## config.mk

```make
export PLATFORM = sky130hd
export DESIGN_NAME = dmem_arbiter
export DESIGN_NICKNAME = d
export VERILOG_FILES = /design/src/rtl/mips_pkg.sv /design/src/rtl/starve_counter.sv /design/src/rtl/dmem_arbiter.sv
export SDC_FILE = /design/constraint.sdc
export NUM_CORES = 1
export LEC_CHECK = 0
export CAP_MARGIN = 30
export CELL_PAD_IN_SITES_DETAIL_PLACEMENT = 0
export CELL_PAD_IN_SITES_GLOBAL_PLACEMENT = 1
export CORE_UTILIZATION = 14
export DETAILED_ROUTE_END_ITERATION = 12
export PLACE_DENSITY = 0.9
export SYNTH_ARGS = -nofsm -noshare
export SYNTH_HDL_FRONTEND = slang
export SYNTH_HIERARCHICAL = 1
export SYNTH_SLANG_ARGS = --single-unit
```

## constraint.sdc

```tcl
create_clock -name clk -period 2.4 [get_ports clk]
set_input_delay 0.36 -clock clk [delete_from_list [all_inputs] [get_ports clk]]
set_output_delay 0.36 -clock clk [all_outputs]
set_load 0.01 [all_outputs]
```

## src/rtl/mips_pkg.sv

```systemverilog
// Shared types and constants for the MEM-stage data memory arbiter.
// Contents: arbiter FSM state encoding, default starvation limit, counter width,
// and a small word-alignment helper.
package mips_pkg;

    localparam int unsigned DATA_W           = 32;
    localparam int unsigned STARVE_LIMIT_DEF = 4;
    // Wide enough for the largest legal starvation limit (15).
    localparam int unsigned STARVE_CNT_W     = 4;

    typedef enum logic [1:0] {
        ST_IDLE        = 2'd0,
        ST_CPU_RD_WAIT = 2'd1,
        ST_DBG_RD_WAIT = 2'd2
    } arb_state_e;

    // True when the two low byte-address bits select a word boundary.
    function automatic logic is_word_aligned(input logic [1:0] byte_off);
        return (byte_off == 2'b00);
    endfunction

endpackage

```

## src/rtl/starve_counter.sv

```systemverilog
// Saturating starvation counter for the debug port.
// Ports: clk, rst_n (async active-low), i_inc (count one CPU win against a
// waiting debug request), i_clr (debug served or idle; dominates i_inc),
// o_at_limit_c (count has reached LIMIT, decoded from the count register).
module starve_counter
    import mips_pkg::*;
#(
    parameter int unsigned LIMIT = STARVE_LIMIT_DEF
) (
    input  logic clk,
    input  logic rst_n,
    input  logic i_inc,
    input  logic i_clr,
    output logic o_at_limit_c
);

    localparam logic [STARVE_CNT_W-1:0] LIMIT_V = STARVE_CNT_W'(LIMIT);

    logic [STARVE_CNT_W-1:0] r_cnt;

    // Count register: clear wins, otherwise increment up to the limit and hold.
    always_ff @(posedge clk or negedge rst_n) begin
        if (!rst_n) begin
            r_cnt <= '0;
        end else if (i_clr) begin
            r_cnt <= '0;
        end else if (i_inc && (r_cnt != LIMIT_V)) begin
            r_cnt <= r_cnt + STARVE_CNT_W'(1);
        end
    end

    assign o_at_limit_c = (r_cnt == LIMIT_V);

endmodule

```

## src/rtl/dmem_arbiter.sv

```systemverilog
// Data memory arbiter between the MEM-stage CPU port and a debug/loader port
// sharing one single-port synchronous RAM (read data one cycle after issue).
// Ports:
//   clk, rst_n                         clock, async active-low reset
//   memRead/memWrite/aluRes/readData2Reg  CPU MEM-stage request (byte address)
//   cpuStall, cpuReadData, cpuReadValid, cpuMisalign  CPU responses
//   dbgReq/dbgWe/dbgAddr/dbgWdata      debug request (word address)
//   dbgGnt, dbgRdata, dbgRvalid        debug responses
//   memEn/memWe/memAddr/memWdata/memRdata  RAM port
// Responses are decoded from the registered FSM state and the live requests;
// memRdata only feeds the read-data outputs, never the RAM controls.
module dmem_arbiter
    import mips_pkg::*;
#(
    parameter int unsigned ADDR_W       = 10,
    parameter int unsigned STARVE_LIMIT = STARVE_LIMIT_DEF
) (
    input  logic              clk,
    input  logic              rst_n,
    input  logic              memRead,
    input  logic              memWrite,
    input  logic [DATA_W-1:0] aluRes,
    input  logic [DATA_W-1:0] readData2Reg,
    output logic              cpuStall,
    output logic [DATA_W-1:0] cpuReadData,
    output logic              cpuReadValid,
    output logic              cpuMisalign,
    input  logic              dbgReq,
    input  logic              dbgWe,
    input  logic [ADDR_W-1:0] dbgAddr,
    input  logic [DATA_W-1:0] dbgWdata,
    output logic              dbgGnt,
    output logic [DATA_W-1:0] dbgRdata,
    output logic              dbgRvalid,
    output logic              memEn,
    output logic              memWe,
    output logic [ADDR_W-1:0] memAddr,
    output logic [DATA_W-1:0] memWdata,
    input  logic [DATA_W-1:0] memRdata
);

    arb_state_e r_state;
    arb_state_e w_state_nxt;

    logic w_cpu_req;
    logic w_cpu_aligned;
    logic w_cpu_go;
    logic w_cnt_inc;
    logic w_cnt_clr;
    logic w_starved;
    logic w_unused_ok;

    // A simultaneous read+write request is a write.
    assign w_cpu_req     = memRead | memWrite;
    assign w_cpu_aligned = is_word_aligned(aluRes[1:0]);
    assign w_unused_ok   = &{1'b0, aluRes[DATA_W-1:ADDR_W+2]};

    starve_counter #(
        .LIMIT (STARVE_LIMIT)
    ) u_starve (
        .clk          (clk),
        .rst_n        (rst_n),
        .i_inc        (w_cnt_inc),
        .i_clr        (w_cnt_clr),
        .o_at_limit_c (w_starved)
    );

    // State register.
    always_ff @(posedge clk or negedge rst_n) begin
        if (!rst_n) begin
            r_state <= ST_IDLE;
        end else begin
            r_state <= w_state_nxt;
        end
    end

    // Arbitration, next state and output decode; everything is held at zero
    // while reset is asserted, independent of the live request inputs.
    always_comb begin
        w_state_nxt  = r_state;
        w_cpu_go     = 1'b0;
        w_cnt_inc    = 1'b0;
        w_cnt_clr    = ~dbgReq;
        cpuStall     = 1'b0;
        cpuReadData  = '0;
        cpuReadValid = 1'b0;
        cpuMisalign  = 1'b0;
        dbgGnt       = 1'b0;
        dbgRdata     = '0;
        dbgRvalid    = 1'b0;
        memEn        = 1'b0;
        memWe        = 1'b0;
        memAddr      = '0;
        memWdata     = '0;

        if (rst_n) begin
            case (r_state)
                ST_IDLE: begin
                    cpuMisalign = w_cpu_req & ~w_cpu_aligned;
                    // CPU wins unless the debug port has been starved to the limit.
                    w_cpu_go = w_cpu_req & w_cpu_aligned & ~(dbgReq & w_starved);
                    if (w_cpu_go) begin
                        memEn     = 1'b1;
                        memWe     = memWrite;
                        memAddr   = aluRes[ADDR_W+1:2];
                        memWdata  = memWrite ? readData2Reg : '0;
                        w_cnt_inc = dbgReq;
                        if (!memWrite) begin
                            cpuStall    = 1'b1;
                            w_state_nxt = ST_CPU_RD_WAIT;
                        end
                    end else if (dbgReq) begin
                        dbgGnt    = 1'b1;
                        memEn     = 1'b1;
                        memWe     = dbgWe;
                        memAddr   = dbgAddr;
                        memWdata  = dbgWe ? dbgWdata : '0;
                        w_cnt_clr = 1'b1;
                        cpuStall  = w_cpu_req & w_cpu_aligned;
                        if (!dbgWe) begin
                            w_state_nxt = ST_DBG_RD_WAIT;
                        end
                    end
                end
                ST_CPU_RD_WAIT: begin
                    // The request still visible here is the load being completed.
                    cpuReadData  = memRdata;
                    cpuReadValid = 1'b1;
                    w_state_nxt  = ST_IDLE;
                end
                ST_DBG_RD_WAIT: begin
                    dbgRdata    = memRdata;
                    dbgRvalid   = 1'b1;
                    cpuStall    = w_cpu_req & w_cpu_aligned;
                    cpuMisalign = w_cpu_req & ~w_cpu_aligned;
                    w_state_nxt = ST_IDLE;
                end
                default: begin
                    w_state_nxt = ST_IDLE;
                end
            endcase
        end
    end

endmodule

```

# After elaboration in Yosys (flattened, before gate mapping)
# Index checks and enable logic that the tools add are counted.
# word_totals
register_bits	6
latchBits	0
ramBits	0
romBits	0
inputBits	144
output_inout_bits	113
wordCells	74
n_memories	0
# classes
n_addsub	1
multipliers	0
n_div	0
order_cmp	0
n_eq_ne	7
shift	0
muxes	50
bitwise	8
n_reduce_logical	6
# ops
operator	n
$mux 32	10
$mux 10	4
$mux 1	28
$mux 2	5
$ne 3x3->1 const B	3
$mux 4	2
$add 4x1->4 const B	1
$and 1x1->1	4
$eq 4x3->1 const B	1
$logic_not 2->1	2
$ne 4x3->1 const B	1
$reduce_and 4->1	1
$not 1->1	3
$eq 2x1->1 const B	1
$eq 2x2->1 const B	1
$pmux 1 s2	1
$reduce_bool 2->1	1
$reduce_or 2->1	1
$logic_and 1x1->1	1
$or 1x1->1	1

# Longest topological paths before layout
# depth
ltp_word	10
ltp_mapped	11
mapped_depth_nobuf	10

# Cells and area by module
# The synthesis kept the hierarchy.
# modules_own_cells
mod	instances	cells_each	area_per_inst_um2	seq_area_each_um2
dmem_arbiter	1	258	1552.7	50.0
starve_counter	1	24	234.0	100.1

# Least setup slack after synthesis
# Ideal clock, no wire load.
# synth_path
kind	register to output
from	register u_starve.r_cnt[0]
to	output port memAddr[0]
t_arrival_ps	1764
t_required_ps	2040
path_slack_ps	276
path_stages_with_launch	10
path_cell_list	dfrtp_1 inv_1 ha_1 nand3b_4 inv_2 and2_1 buf_2 nor3_4 buf_6 mux2i_1
# synth_via
elab_chain_len	7
# synth_lines
element	line_no	text
from (decl)	starve_counter.sv:19	logic [STARVE_CNT_W-1:0] r_cnt;
from (signal assigned)	starve_counter.sv:28	r_cnt <= r_cnt + STARVE_CNT_W'(1);
$eq 4x3->1	starve_counter.sv:32	assign o_at_limit_c = (r_cnt == LIMIT_V);
via w_starved	dmem_arbiter.sv:50	logic w_starved;
$and 1x1->1	dmem_arbiter.sv:101	w_cpu_go = w_cpu_req & w_cpu_aligned & ~(dbgReq & w_starved);
$not 1->1	dmem_arbiter.sv:101	
$and 1x1->1	dmem_arbiter.sv:101	
$mux 10	dmem_arbiter.sv:102	if (w_cpu_go) begin
$mux 10	dmem_arbiter.sv:97	case (r_state)
$mux 10	dmem_arbiter.sv:96	if (rst_n) begin
to (decl)	dmem_arbiter.sv:37	output logic [ADDR_W-1:0] memAddr,
# The timed path passes the listed nets, and every way through them passes these cells.

# Final worst setup path
# layout_path
from	input port aluRes[1]
to	output port memWdata[24]
# layout_via
elab_chain_len	6
# layout_lines
element	line_no	text
from (decl)	dmem_arbiter.sv:22	input logic [DATA_W-1:0] aluRes,
$logic_not 2->1	mips_pkg.sv:19	return (byte_off == 2'b00);
$and 1x1->1 (2 in series)	dmem_arbiter.sv:101	
$mux 32	dmem_arbiter.sv:102	
$mux 32	dmem_arbiter.sv:97	
$mux 32	dmem_arbiter.sv:96	
to (decl)	dmem_arbiter.sv:38	output logic [DATA_W-1:0] memWdata,
# No other way between the ends.

==> impl_metrics.tcl <==
set metrics [dict create \
    grt_max_degree 34 \
    hpwlAfterDp_um 7700 \
    gp_congestion 0.832 \
    final_area_um2 4730 \
    yosysTopAreaCellShare_pct 13.4 \
    setup.worst_path.start "aluRes[1]" \
    cts_tree "done" \
    synth.area.top_cells "o31ai_1 13%, and2_1 12%, and3_1 12%" \
    drtIter0Drc 174 \
    grt_overflow 0 \
    firstDrtPassIters 4 \
    final_hold_viol_count 0 \
    syn_inst 282 \
    reg2reg_depth 13 \
    row_count 40 \
    setup_viol 0 \
    critPathMaxFanout 32 \
    synth.distinct_cells 33 \
    rsz0062_at_grt "yes" \
    synth_top_family_by_area "simple AND/OR/NAND/NOR gates" \
    fmax_ghz 0.422 \
    r2r_start "u_starve/r_cnt[1]$_DFFE_PN0P_" \
    syn_to_final_growth_pct 165 \
    holdCritPathClass "in2async" \
    vias 3136 \
    antennaDiodeCount 0 \
    dieArea_um2 13200 \
    htreeDepth 1 \
    cts_buffers 3 \
    period_needed_ns 2.37 \
    postRouteAntennaNets 0 \
    worst_clock_skew_ns 0.000260 \
    p_per_area_nw_per_um2 217 \
    nets 673 \
    yosys.area_share.xor_xnor_pct 0 \
    required_ns 2.04 \
    yosysSeqAreaShare_pct 8.40 \
    cap_violations 0 \
    vdd_drop_max_mv 0.200 \
    fillers 1282 \
    ys_seq_elements 6 \
    die_w_um 115 \
    core_um2 12200 \
    critPathCaptureType "primary output" \
    routed_via_density 4.53 \
    cts_root_buf "clkbuf_16" \
    path_class "in2out" \
    critPathCapture "memWdata[24]" \
    slew_viol_final 0 \
    drt_wl_total_um 10700 \
    r2r_slack_ns 0.18 \
    ios 257 \
    synthMuxAreaShare_pct 5.60 \
    status "finished clean" \
    clkTransAtPathRegs_ns 0.03 \
    synth_compound_area_share_pct 28.9 \
    fp.dieH_um 115 \
    relSlewSlack_pct 66.4 \
    yosysTopAreaCell "o31ai_1" \
    grt_usage_pct 14.5 \
    start_kind "input pin" \
    synthAdderAreaFrac_pct 1.40 \
    drcViolationCount 0 \
    initial_utilization_pct 14.6 \
    synthSimpleGateAreaFrac_pct 45.4 \
    drive_gt1_share_pct 14.3 \
    cts.sinks 6 \
    finish.utilization_pct 38.8 \
    grt_pass1_vias 2943 \
    placed_area_um2 4550 \
    synth_nets 428 \
    leakagePower_nw 2.40 \
    worstSkewPairLatency_ns 0.23 \
    r2r-end "u_starve/r_cnt[3]$_DFFE_PN0P_" \
    syn_area_per_cell_um2 6.34 \
    antenna_found_initial 0 \
    syn_area_um2 1790 \
    grt_pass1_wl_um 15300 \
    worstMarginPinSlew_ns 0.499 \
    finalCritPeriodShare_pct 98.8 \
    ctsHoldBuffers 0 \
    cp_data_arrival_time_ns 2.01 \
    clk_path_buf_depth 2 \
    wl_per_cell_um 15.4 \
    ys_warn_count 6 \
    numPortBuffers 236 \
]
## critical path: stages
cell and delay (ns):
clkdlybuf4s50_1 0.43, or2_4 0.30, buf_6 0.21, o31ai_1 0.29, o22ai_1 0.12, dlygate4sd2_1 0.29
## state kept, by name, summed over array words and instances (netlist names)
signal	flops
u_starve/r_cnt	4
r_state	2
## worst min-delay path by stage
stage / from / end / slack, ns
3_5_place_dp: u_starve/r_cnt[3]$_DFFE_PN0P_ / u_starve/r_cnt[3]$_DFFE_PN0P_ / 0.54
5_1_grt: rst_n / r_state[1]$_DFFE_PN0P_ / 0.49
3_3_place_gp: u_starve/r_cnt[3]$_DFFE_PN0P_ / u_starve/r_cnt[3]$_DFFE_PN0P_ / 0.53
2_1_floorplan: rst_n / r_state[0]$_DFFE_PN0P_ / 0.06
6_report: rst_n / r_state[1]$_DFFE_PN0P_ / 0.47
4_1_cts: rst_n / r_state[1]$_DFFE_PN0P_ / 0.46
## area by class of cell
class	count	area (um^2)	share of cell area (%)
timing repair buffer	275	2730	57.7
sequential	6	150	3.17
clock buffer	3	75.1	1.59
tap	168	210	4.44
inverter	4	15.0	0.317
multi-input combinational	237	1550	32.7
## repair_timing
item / 4_1_cts / 5_1_grt
resized for setup: 119 / 51
cloned: 2 / 2
buffers inserted: 1 / 2
hold endpoints to repair: 0 / 0
endpoints found under the setup margin: 111 / 45
pin swaps: 0 / 1
## through the flow
| stage | TNS (ns) | setup WS [ns] | total power [mW] | hold WS [ns] | instances |
|---|---|---|---|---|---|
| 2_1_floorplan | 0 | 0.276 | 0.327 | 0.0644 | 282 |
| 3_3_place_gp | -15.09 | -0.291 | 0.731 | 0.526 | 683 |
| 3_5_place_dp | -16.41 | -0.311 | 0.740 | 0.543 | 683 |
| 4_1_cts | 0 | 0.000169 | 1.01 | 0.457 | 689 |
| 5_1_grt | -0.268 | -0.0564 | 1.08 | 0.495 | 693 |
| 6_report | 0 | 0.0278 | 1.02 | 0.468 | 693 |
## synth_stat cells (all sizes together)
library cell   n
buf           19
a21o           2
o21ai          2
o22ai         32
nand2b         2
o31ai         32
nand4          2
clkbuf        16
nand3         16
and2          33
nor3b          1
nand3b         1
nand2         46
or2            2
inv            4
a31oi          1
nor3           3
o41ai          1
ha             2
o32ai          1
nor4bb         1
or3            1
and3          33
nor2           7
mux2i         10
nor2b          1
a21oi          5
dfrtp          6
## cells in the final DEF, fill, tap and decap left out, types with 3 or more instances in the layout
master,count
dlygate4sd2_1,80
nor2_1,4
dlymetal6s2s_1,8
clkdlybuf4s50_1,123
clkbuf_16,5
inv_1,3
mux2i_1,9
buf_6,3
o31ai_2,7
dfrtp_1,6
and2_1,32
clkdlybuf4s15_1,16
a21oi_1,5
o22ai_1,32
and3_1,32
buf_4,24
nand3_1,15
o31ai_1,25
nand2_1,46
clkbuf_2,8
buf_12,8
## power breakdown
group | internal (mW) | leakage (nW) | switching (mW) | total, mW
registers | 0.104 | 0.0829 | 0.00505 | 0.109
clock network | 0.214 | 0.0370 | 0.0599 | 0.274
logic | 0.379 | 2.28 | 0.263 | 0.641
## metal layers
layer  wire length [um]  vias up  part of all wire [%]  track usage (%)
met4                225        0                   2.1             4.59
met3                763       17                   7.1             2.27
met1               4100     1447                    38             17.1
met2               5590      147                    52             26.7
met5                  0        -                     0                0
li1                   -     1525                     -                -
## cells by family after synthesis
family,Yosys count
compound gates,76
fa+ha+maj,2
buf+inv,39
flops,6
mux,10
simple gates,149
Note: power is estimated with default switching activity, not from simulation.
